==> src/rtl/step_pulse_driver_pkg.sv <==
// Shared types and parameter defaults for the two-axis step/direction pulse driver.
package step_pulse_driver_pkg;

    localparam int unsigned SETUP_CYC_DEF = 2;
    localparam int unsigned HIGH_CYC_DEF  = 4;
    localparam int unsigned LOW_CYC_DEF   = 4;
    localparam int unsigned QDEPTH_DEF    = 8;
    localparam int unsigned POS_W         = 32;

    typedef enum logic [1:0] {
        ST_IDLE  = 2'd0,
        ST_SETUP = 2'd1,
        ST_HIGH  = 2'd2,
        ST_LOW   = 2'd3
    } axis_state_t;

    function automatic int unsigned max3(input int unsigned a, input int unsigned b,
                                         input int unsigned c);
        int unsigned m;
        m = (a > b) ? a : b;
        return (m > c) ? m : c;
    endfunction

endpackage

==> src/rtl/step_pulse_driver_step_axis_gen.sv <==
// One motion axis: pending-step FIFO, step/dir pulse FSM, position counter and sticky flags.
module step_axis_gen
    import step_pulse_driver_pkg::*;
#(
    parameter int unsigned SETUP_CYC = SETUP_CYC_DEF,
    parameter int unsigned HIGH_CYC  = HIGH_CYC_DEF,
    parameter int unsigned LOW_CYC   = LOW_CYC_DEF,
    parameter int unsigned QDEPTH    = QDEPTH_DEF
) (
    input  logic                    clk,
    input  logic                    reset,
    input  logic                    start,
    input  logic                    req_pos,
    input  logic                    req_neg,
    input  logic                    load_en,
    input  logic signed [POS_W-1:0] ld_val,
    output logic                    step,
    output logic                    dir,
    output logic signed [POS_W-1:0] pos,
    output logic                    busy,
    output logic                    err,
    output logic                    ovf
);

    localparam int unsigned AW      = (QDEPTH > 1) ? $clog2(QDEPTH) : 1;
    localparam int unsigned CNT_MAX = max3(SETUP_CYC, HIGH_CYC, LOW_CYC);
    localparam int unsigned CW      = $clog2(CNT_MAX + 1);

    axis_state_t   state, state_next;
    logic [CW-1:0] cnt, cnt_next;
    logic          dir_next;
    logic          pop;

    logic [QDEPTH-1:0] fifo_mem;
    logic [AW-1:0]     wr_ptr, rd_ptr;
    logic [AW:0]       count, count_next;
    logic              fifo_full, fifo_empty, req_one, push, head;

    assign fifo_full  = (count == (AW+1)'(QDEPTH));
    assign fifo_empty = (count == '0);
    assign req_one    = req_pos ^ req_neg;
    // Fullness is judged before any same-cycle pop, so a pop never makes room for this push.
    assign push       = start && req_one && !fifo_full;
    assign head       = fifo_mem[rd_ptr];

    always_comb begin
        state_next = state;
        cnt_next   = cnt;
        dir_next   = dir;
        pop        = 1'b0;
        unique case (state)
            ST_IDLE: begin
                if (!fifo_empty) begin
                    pop      = 1'b1;
                    dir_next = head;
                    if ((head == dir) || (SETUP_CYC == 0)) begin
                        state_next = ST_HIGH;
                        cnt_next   = CW'(HIGH_CYC - 1);
                    end else begin
                        state_next = ST_SETUP;
                        cnt_next   = CW'(SETUP_CYC - 1);
                    end
                end
            end
            ST_SETUP: begin
                if (cnt == '0) begin
                    state_next = ST_HIGH;
                    cnt_next   = CW'(HIGH_CYC - 1);
                end else begin
                    cnt_next = cnt - CW'(1);
                end
            end
            ST_HIGH: begin
                if (cnt == '0) begin
                    state_next = ST_LOW;
                    cnt_next   = CW'(LOW_CYC - 1);
                end else begin
                    cnt_next = cnt - CW'(1);
                end
            end
            ST_LOW: begin
                if (cnt == '0) begin
                    state_next = ST_IDLE;
                end else begin
                    cnt_next = cnt - CW'(1);
                end
            end
            default: state_next = ST_IDLE;
        endcase
    end

    always_comb begin
        count_next = count;
        if (push && !pop) begin
            count_next = count + (AW+1)'(1);
        end else if (!push && pop) begin
            count_next = count - (AW+1)'(1);
        end
    end

    // step is a registered image of the HIGH state, hence one cycle behind the FSM.
    always_ff @(posedge clk) begin
        if (reset) begin
            state <= ST_IDLE;
            cnt   <= '0;
            dir   <= 1'b0;
            step  <= 1'b0;
            busy  <= 1'b0;
        end else begin
            state <= state_next;
            cnt   <= cnt_next;
            dir   <= dir_next;
            step  <= (state == ST_HIGH);
            busy  <= (count_next != '0) || (state_next != ST_IDLE);
        end
    end

    always_ff @(posedge clk) begin
        if (reset) begin
            wr_ptr <= '0;
            rd_ptr <= '0;
            count  <= '0;
        end else begin
            if (push) begin
                wr_ptr <= wr_ptr + AW'(1);
            end
            if (pop) begin
                rd_ptr <= rd_ptr + AW'(1);
            end
            count <= count_next;
        end
    end

    always_ff @(posedge clk) begin
        if (push) begin
            fifo_mem[wr_ptr] <= req_pos;
        end
    end

    always_ff @(posedge clk) begin
        if (reset) begin
            pos <= '0;
            err <= 1'b0;
            ovf <= 1'b0;
        end else begin
            if ((state_next == ST_HIGH) && (state != ST_HIGH)) begin
                pos <= dir_next ? (pos + POS_W'(1)) : (pos - POS_W'(1));
            end else if (load_en) begin
                pos <= ld_val;
            end
            err <= err | (start & req_pos & req_neg);
            ovf <= ovf | (start & req_one & fifo_full);
        end
    end

endmodule

==> src/rtl/step_pulse_driver.sv <==
// Two-axis step/direction pulse driver with position tracking and run-completion pulse.
module step_pulse_driver
    import step_pulse_driver_pkg::*;
#(
    parameter int unsigned SETUP_CYC = SETUP_CYC_DEF,
    parameter int unsigned HIGH_CYC  = HIGH_CYC_DEF,
    parameter int unsigned LOW_CYC   = LOW_CYC_DEF,
    parameter int unsigned QDEPTH    = QDEPTH_DEF
) (
    input  logic                    clk,
    input  logic                    reset,
    input  logic                    start,
    input  logic                    Ax,
    input  logic                    fAx,
    input  logic                    Ay,
    input  logic                    fAy,
    input  logic                    load,
    input  logic signed [POS_W-1:0] ld_x,
    input  logic signed [POS_W-1:0] ld_y,
    output logic                    step_x,
    output logic                    step_y,
    output logic                    dir_x,
    output logic                    dir_y,
    output logic signed [POS_W-1:0] pos_x,
    output logic signed [POS_W-1:0] pos_y,
    output logic                    busy,
    output logic                    done,
    output logic                    err_x,
    output logic                    err_y,
    output logic                    ovf_x,
    output logic                    ovf_y
);

    logic busy_x, busy_y, load_en, armed, done_c;

    assign busy    = busy_x | busy_y;
    assign load_en = load && !start && !busy;
    assign done_c  = armed && !start && !busy;

    step_axis_gen #(
        .SETUP_CYC (SETUP_CYC),
        .HIGH_CYC  (HIGH_CYC),
        .LOW_CYC   (LOW_CYC),
        .QDEPTH    (QDEPTH)
    ) u_axis_x (
        .clk     (clk),
        .reset   (reset),
        .start   (start),
        .req_pos (Ax),
        .req_neg (fAx),
        .load_en (load_en),
        .ld_val  (ld_x),
        .step    (step_x),
        .dir     (dir_x),
        .pos     (pos_x),
        .busy    (busy_x),
        .err     (err_x),
        .ovf     (ovf_x)
    );

    step_axis_gen #(
        .SETUP_CYC (SETUP_CYC),
        .HIGH_CYC  (HIGH_CYC),
        .LOW_CYC   (LOW_CYC),
        .QDEPTH    (QDEPTH)
    ) u_axis_y (
        .clk     (clk),
        .reset   (reset),
        .start   (start),
        .req_pos (Ay),
        .req_neg (fAy),
        .load_en (load_en),
        .ld_val  (ld_y),
        .step    (step_y),
        .dir     (dir_y),
        .pos     (pos_y),
        .busy    (busy_y),
        .err     (err_y),
        .ovf     (ovf_y)
    );

    // A run is armed by start and reported once, when start is low and both axes are drained.
    always_ff @(posedge clk) begin
        if (reset) begin
            armed <= 1'b0;
            done  <= 1'b0;
        end else begin
            done  <= done_c;
            armed <= start | (armed & !done_c);
        end
    end

endmodule
==> config.mk <==
export PLATFORM = sky130hd
export DESIGN_NAME = step_pulse_driver
export DESIGN_NICKNAME = d
export VERILOG_FILES = /design/src/rtl/step_pulse_driver_pkg.sv /design/src/rtl/step_pulse_driver_step_axis_gen.sv /design/src/rtl/step_pulse_driver.sv
export SDC_FILE = /design/constraint.sdc
export NUM_CORES = 1
export LEC_CHECK = 0
export BUFFER_PORTS_ARGS = -buffer_cell sky130_fd_sc_hd__buf_2
export CAP_MARGIN = 40
export CORE_UTILIZATION = 50
export DETAILED_ROUTE_END_ITERATION = 6
export GPL_ROUTABILITY_DRIVEN = 1
export PLACE_DENSITY_LB_ADDON = 0.2
export SYNTH_ARGS = -nofsm -noshare
export SYNTH_HDL_FRONTEND = slang
export SYNTH_HIERARCHICAL = 1
export SYNTH_SLANG_ARGS = --single-unit
==> constraint.sdc <==
create_clock -name clk -period 8 [get_ports clk]
set_input_delay 0.4 -clock clk [delete_from_list [all_inputs] [get_ports clk]]
set_output_delay 0.4 -clock clk [all_outputs]
set_load 0.03 [all_outputs]
==> summary.md <==
| Metric | Value |
|---|---|
| Ys flop type | `sky130_fd_sc_hd__dfxtp_1` |
| Post-CTS setup-driven buffer insertion count | `0` |
| Distinct cell type count after synthesis | `75` |
| Number of instances in the synthesized netlist | `1,078` |
| Clk slew on worst S/H paths | `0.06 ns` |
| Hold violation total from the final report | `0` |
| Routed Wire Length | `roughly 22,000 um` |
| Worst slew pin tran | `0.732 ns` |
| Antenna Nets Post-Route | `0` |
| Area occupied by multi-input gates | `6240 um2` |
| Initial Util | `51.0%` |
| Depth of the CTS H-tree | `4` |
| Count of fill cells added during filler insertion | `roughly 1,600` |
| Number of sinks driven by the clock tree | `approximately 120` |
| Endpoint of the most critical setup path | `u_axis_y/pos[27]$_SDFFE_PP0P_` |
| Site row count | `between 40 and 50` |
| Final non-filler cell total | `about 1,400` |
| Area of all sequential standard cells | `between 2000 and 3000 um2` |
| Setup TNS | `0 ns` |
| Cell type of the slowest stage on the worst timing path | `sky130_fd_sc_hd__or3b_2` |
| Initial antenna violation count | `1` |
| Count of buffers inserted at the top-level ports | `145` |
| Vias in the first global route | `7,329` |
| Proportion of layout cells with a drive suffix above 1 | `17.2%` |
| Worst path cell trace | `inv_1 -> ha_1 -> or3b_2 -> nand2_1 -> nor2_1 -> a21oi_2 -> buf_4 -> ha_1 -> o21ai_0 -> a2111oi_0 -> a211oi_1 -> nor2_1 -> o31a_1 -> a221oi_1 -> xor2_1 -> a211oi_1` |
| Clock network latency to the later pin of the worst-skew pair | `0.42 ns` |
| Mean area per synthesized cell | `roughly 8.5 um2` |
| Synth top area cells | `sky130_fd_sc_hd__dfxtp_1, sky130_fd_sc_hd__ha_1, sky130_fd_sc_hd__a211oi_1` |
| Category of the worst setup path capture point | `register` |
| Number of warning messages in the yosys log | `6` |
| Number of DRC markers in iteration 0 | `512` |
| Post-DP HPWL | `15,900 um` |
| Maximum clock insertion buffer count | `2` |
| Family with the most delay on the worst path | `compound AO/OA/AOI/OAI gates` |
| Overflow left after global routing | `0` |
| Height of the die | `137 um` |
| I/O pins | `146` |
| Worst slack at placement | `3.68 ns` |
| Hold path cells | `3` |
| Worst reg2reg setup slack | `3.67 ns` |
| Clock tree from TritonCTS | `done` |
| Syn_nets | `about 1,200` |
| Dominant cell type by area after synthesis | `sky130_fd_sc_hd__dfxtp_1` |
| Die Area | `about 19,000 um2` |
| RR Startpoint | `u_axis_y/count[0]$_SDFF_PP0_` |
| Startpoint of the worst setup timing path | `u_axis_y/count[0]$_SDFF_PP0_` |
| Minimum clock period | `4.33 ns` |
| Total via count after detailed routing | `8,298` |
| Core ar. | `18,000 um2` |
| Number of maximum-capacitance violations | `0` |
| Required time at the endpoint of the critical path | `8.33 ns` |
| Wire length of the first global-routing pass | `approximately 36,000 um` |
| Die width | `137 um` |
| Proportion of register bits with asynchronous set or reset after synthesis | `0%` |
| Number of logic stages on the critical path including buffering | `16` |
| Dominant cell by count in the synthesized netlist | `sky130_fd_sc_hd__nor2_1` |
| Total iterations of the first detailed-routing run | `5` |
| Overall track demand over capacity in global routing | `23.7%` |
| Vias/cell | `5.73` |
| Post-cts repair resize count | `0` |
| Worst slew margin relative to its limit | `51.2%` |
| Result of the run | `finished, final reports clean` |
| Count of hold buffers inserted by post-cts repair | `0` |
| Crit path buffers/inverters | `2` |
| Buffer cell driving the clock tree root | `sky130_fd_sc_hd__clkbuf_16` |
| Minimum setup slack in the final design | `around 3.7 ns` |
| Largest fanout on the critical path | `34` |
| Share of Yosys cell area claimed by the top area cell type | `around 23%` |
| Cells on worst reg2reg path | `16` |
| Final worst path period share | `between 50% and 60%` |
| Setup clock skew after layout | `0.0136 ns` |
| Number of flops mapped to enable cells by yosys | `16` |
| Mapped Area | `9160 um2` |
| Post-synthesis sequential element count | `122` |
| Endpoint of the lowest-slack register-to-register path | `u_axis_y/pos[27]$_SDFFE_PP0P_` |
| Worst hold path class | `in -> reg` |
| Crit path arrival time | `4.66 ns` |
| Final setup violation count | `0` |
| Achievable clock frequency | `0.231 GHz` |
| Post-layout net count | `1,362` |
| Pin count of the biggest net entering global routing | `a little under 80` |
| Largest incremental delay on the critical path | `between 0.5 and 0.6 ns` |
| Total count of max-transition violations in the final report | `0` |
| Crit path launch type | `register` |
| Unrepaired setup endpoints after global routing | `no` |
| DRC errors left | `0` |
| Cell Count Post-Placement | `between 1,000 and 1,500` |
| Critical path class | `reg -> reg` |
| Sequential-to-total area share from yosys stat | `roughly 28%` |
| Num CTS Buffers | `17` |
| Area growth syn-to-layout | `16.1%` |
| Post-detailed-route wirelength per cell | `15.1 um` |
| Global placer's final weighted congestion | `about 0.88` |
| Commonest cells post-synth | `sky130_fd_sc_hd__nor2_1, sky130_fd_sc_hd__dfxtp_1, sky130_fd_sc_hd__a21oi_1` |
[sequential cells by signal, indices dropped and copies added (netlist names), 2 cells and up]
signal,cells
u_axis_x/cnt,3
u_axis_x/count,4
u_axis_x/fifo_mem,8
u_axis_x/pos,32
u_axis_x/rd_ptr,3
u_axis_x/state,2
u_axis_x/wr_ptr,3
u_axis_y/cnt,3
u_axis_y/count,4
u_axis_y/fifo_mem,8
u_axis_y/pos,32
u_axis_y/rd_ptr,3
u_axis_y/state,2
u_axis_y/wr_ptr,3
[cells in the final DEF, fill, tap and decap left out, types with 7 or more instances in the layout]
cell type and count:
sky130_fd_sc_hd__inv_1 30, sky130_fd_sc_hd__xor2_1 37, sky130_fd_sc_hd__buf_2 144, sky130_fd_sc_hd__nor2b_1 30, sky130_fd_sc_hd__nand3_1 20, sky130_fd_sc_hd__ha_1 84
sky130_fd_sc_hd__or3_1 11, sky130_fd_sc_hd__a31oi_1 14, sky130_fd_sc_hd__nor2_1 122, sky130_fd_sc_hd__nand4_1 9, sky130_fd_sc_hd__o211ai_1 7, sky130_fd_sc_hd__clkbuf_16 17
sky130_fd_sc_hd__dfxtp_1 106, sky130_fd_sc_hd__nand2_1 76, sky130_fd_sc_hd__nor3_1 16, sky130_fd_sc_hd__o21ai_0 32, sky130_fd_sc_hd__o31ai_1 10, sky130_fd_sc_hd__a21oi_1 90
sky130_fd_sc_hd__a21o_1 35, sky130_fd_sc_hd__edfxtp_1 16, sky130_fd_sc_hd__xnor2_1 27, sky130_fd_sc_hd__a211oi_1 69, sky130_fd_sc_hd__buf_4 9, sky130_fd_sc_hd__mux2i_1 46
sky130_fd_sc_hd__nand2b_1 18, sky130_fd_sc_hd__o21a_1 9
[worst min-delay path by stage]
stage / start / endpoint
2_1_floorplan: armed$_SDFF_PP0_ / armed$_SDFF_PP0_
5_1_grt: fAx / u_axis_x/err$_SDFF_PP0_
3_3_place_gp: u_axis_y/err$_SDFF_PP0_ / u_axis_y/err$_SDFF_PP0_
3_5_place_dp: u_axis_y/err$_SDFF_PP0_ / u_axis_y/err$_SDFF_PP0_
4_1_cts: fAy / u_axis_y/err$_SDFF_PP0_
6_report: fAy / u_axis_y/err$_SDFF_PP0_
[routing by layer]
layer | vias up | share of wire, % | global-route usage (%)
met1 | 3841 | 49 | 32.1
met4 | 0 | 0.83 | 6.72
li1 | 4262 | - | -
met3 | 15 | 4.9 | 4.75
met2 | 180 | 45 | 38.0
met5 | - | 0 | 0
[cells by family (layout without fill, tap and decap cells)]
| kind of cell | Yosys count | after routing | share of synthesized area (%) |
|---|---|---|---|
| AOI/OAI and AO/OA | 332 | 332 | 24.7 |
| xor gates and xnor gates | 65 | 65 | 6.30 |
| adders and majority gates | 86 | 86 | 11.9 |
| buffers and inverters | 78 | 217 | 3.66 |
| DFF | 122 | 122 | 28.4 |
| muxes | 54 | 54 | 6.78 |
| other | 0 | 1 | 0 |
| and+or+nand+nor | 341 | 341 | 18.2 |
[area by class of cell]
cell class / count / area share (%)
multi-input cells: 878 / 58.7
flip-flops and latches: 122 / 24.5
repair buffers: 155 / 7.94
clock buffers: 19 / 4.07
well taps: 229 / 2.70
inverters: 30 / 1.06
clock inverters: 13 / 0.989
diodes: 1 / 0.0235
[worst min-delay path, stage by stage]
cell	delay (ns)
sky130_fd_sc_hd__buf_2	0.09
sky130_fd_sc_hd__a31oi_1	0.06
sky130_fd_sc_hd__nor2_1	0.07
[through the flow]
step / area [um2] / utilization (%) / hold slack, ns
after floorplan: 9160 / - / 0.448
after global placement: 10000 / 55.8 / 0.444
after detailed placement: 10100 / 56.2 / 0.453
after CTS: 10600 / 59.1 / 0.228
after global routing: 10600 / 59.1 / 0.275
final: 10600 / 59.2 / 0.237
Power is left out: the tool's default activity adds up to more than one toggle a clock period on the data nets, which glitch-free logic cannot reach.
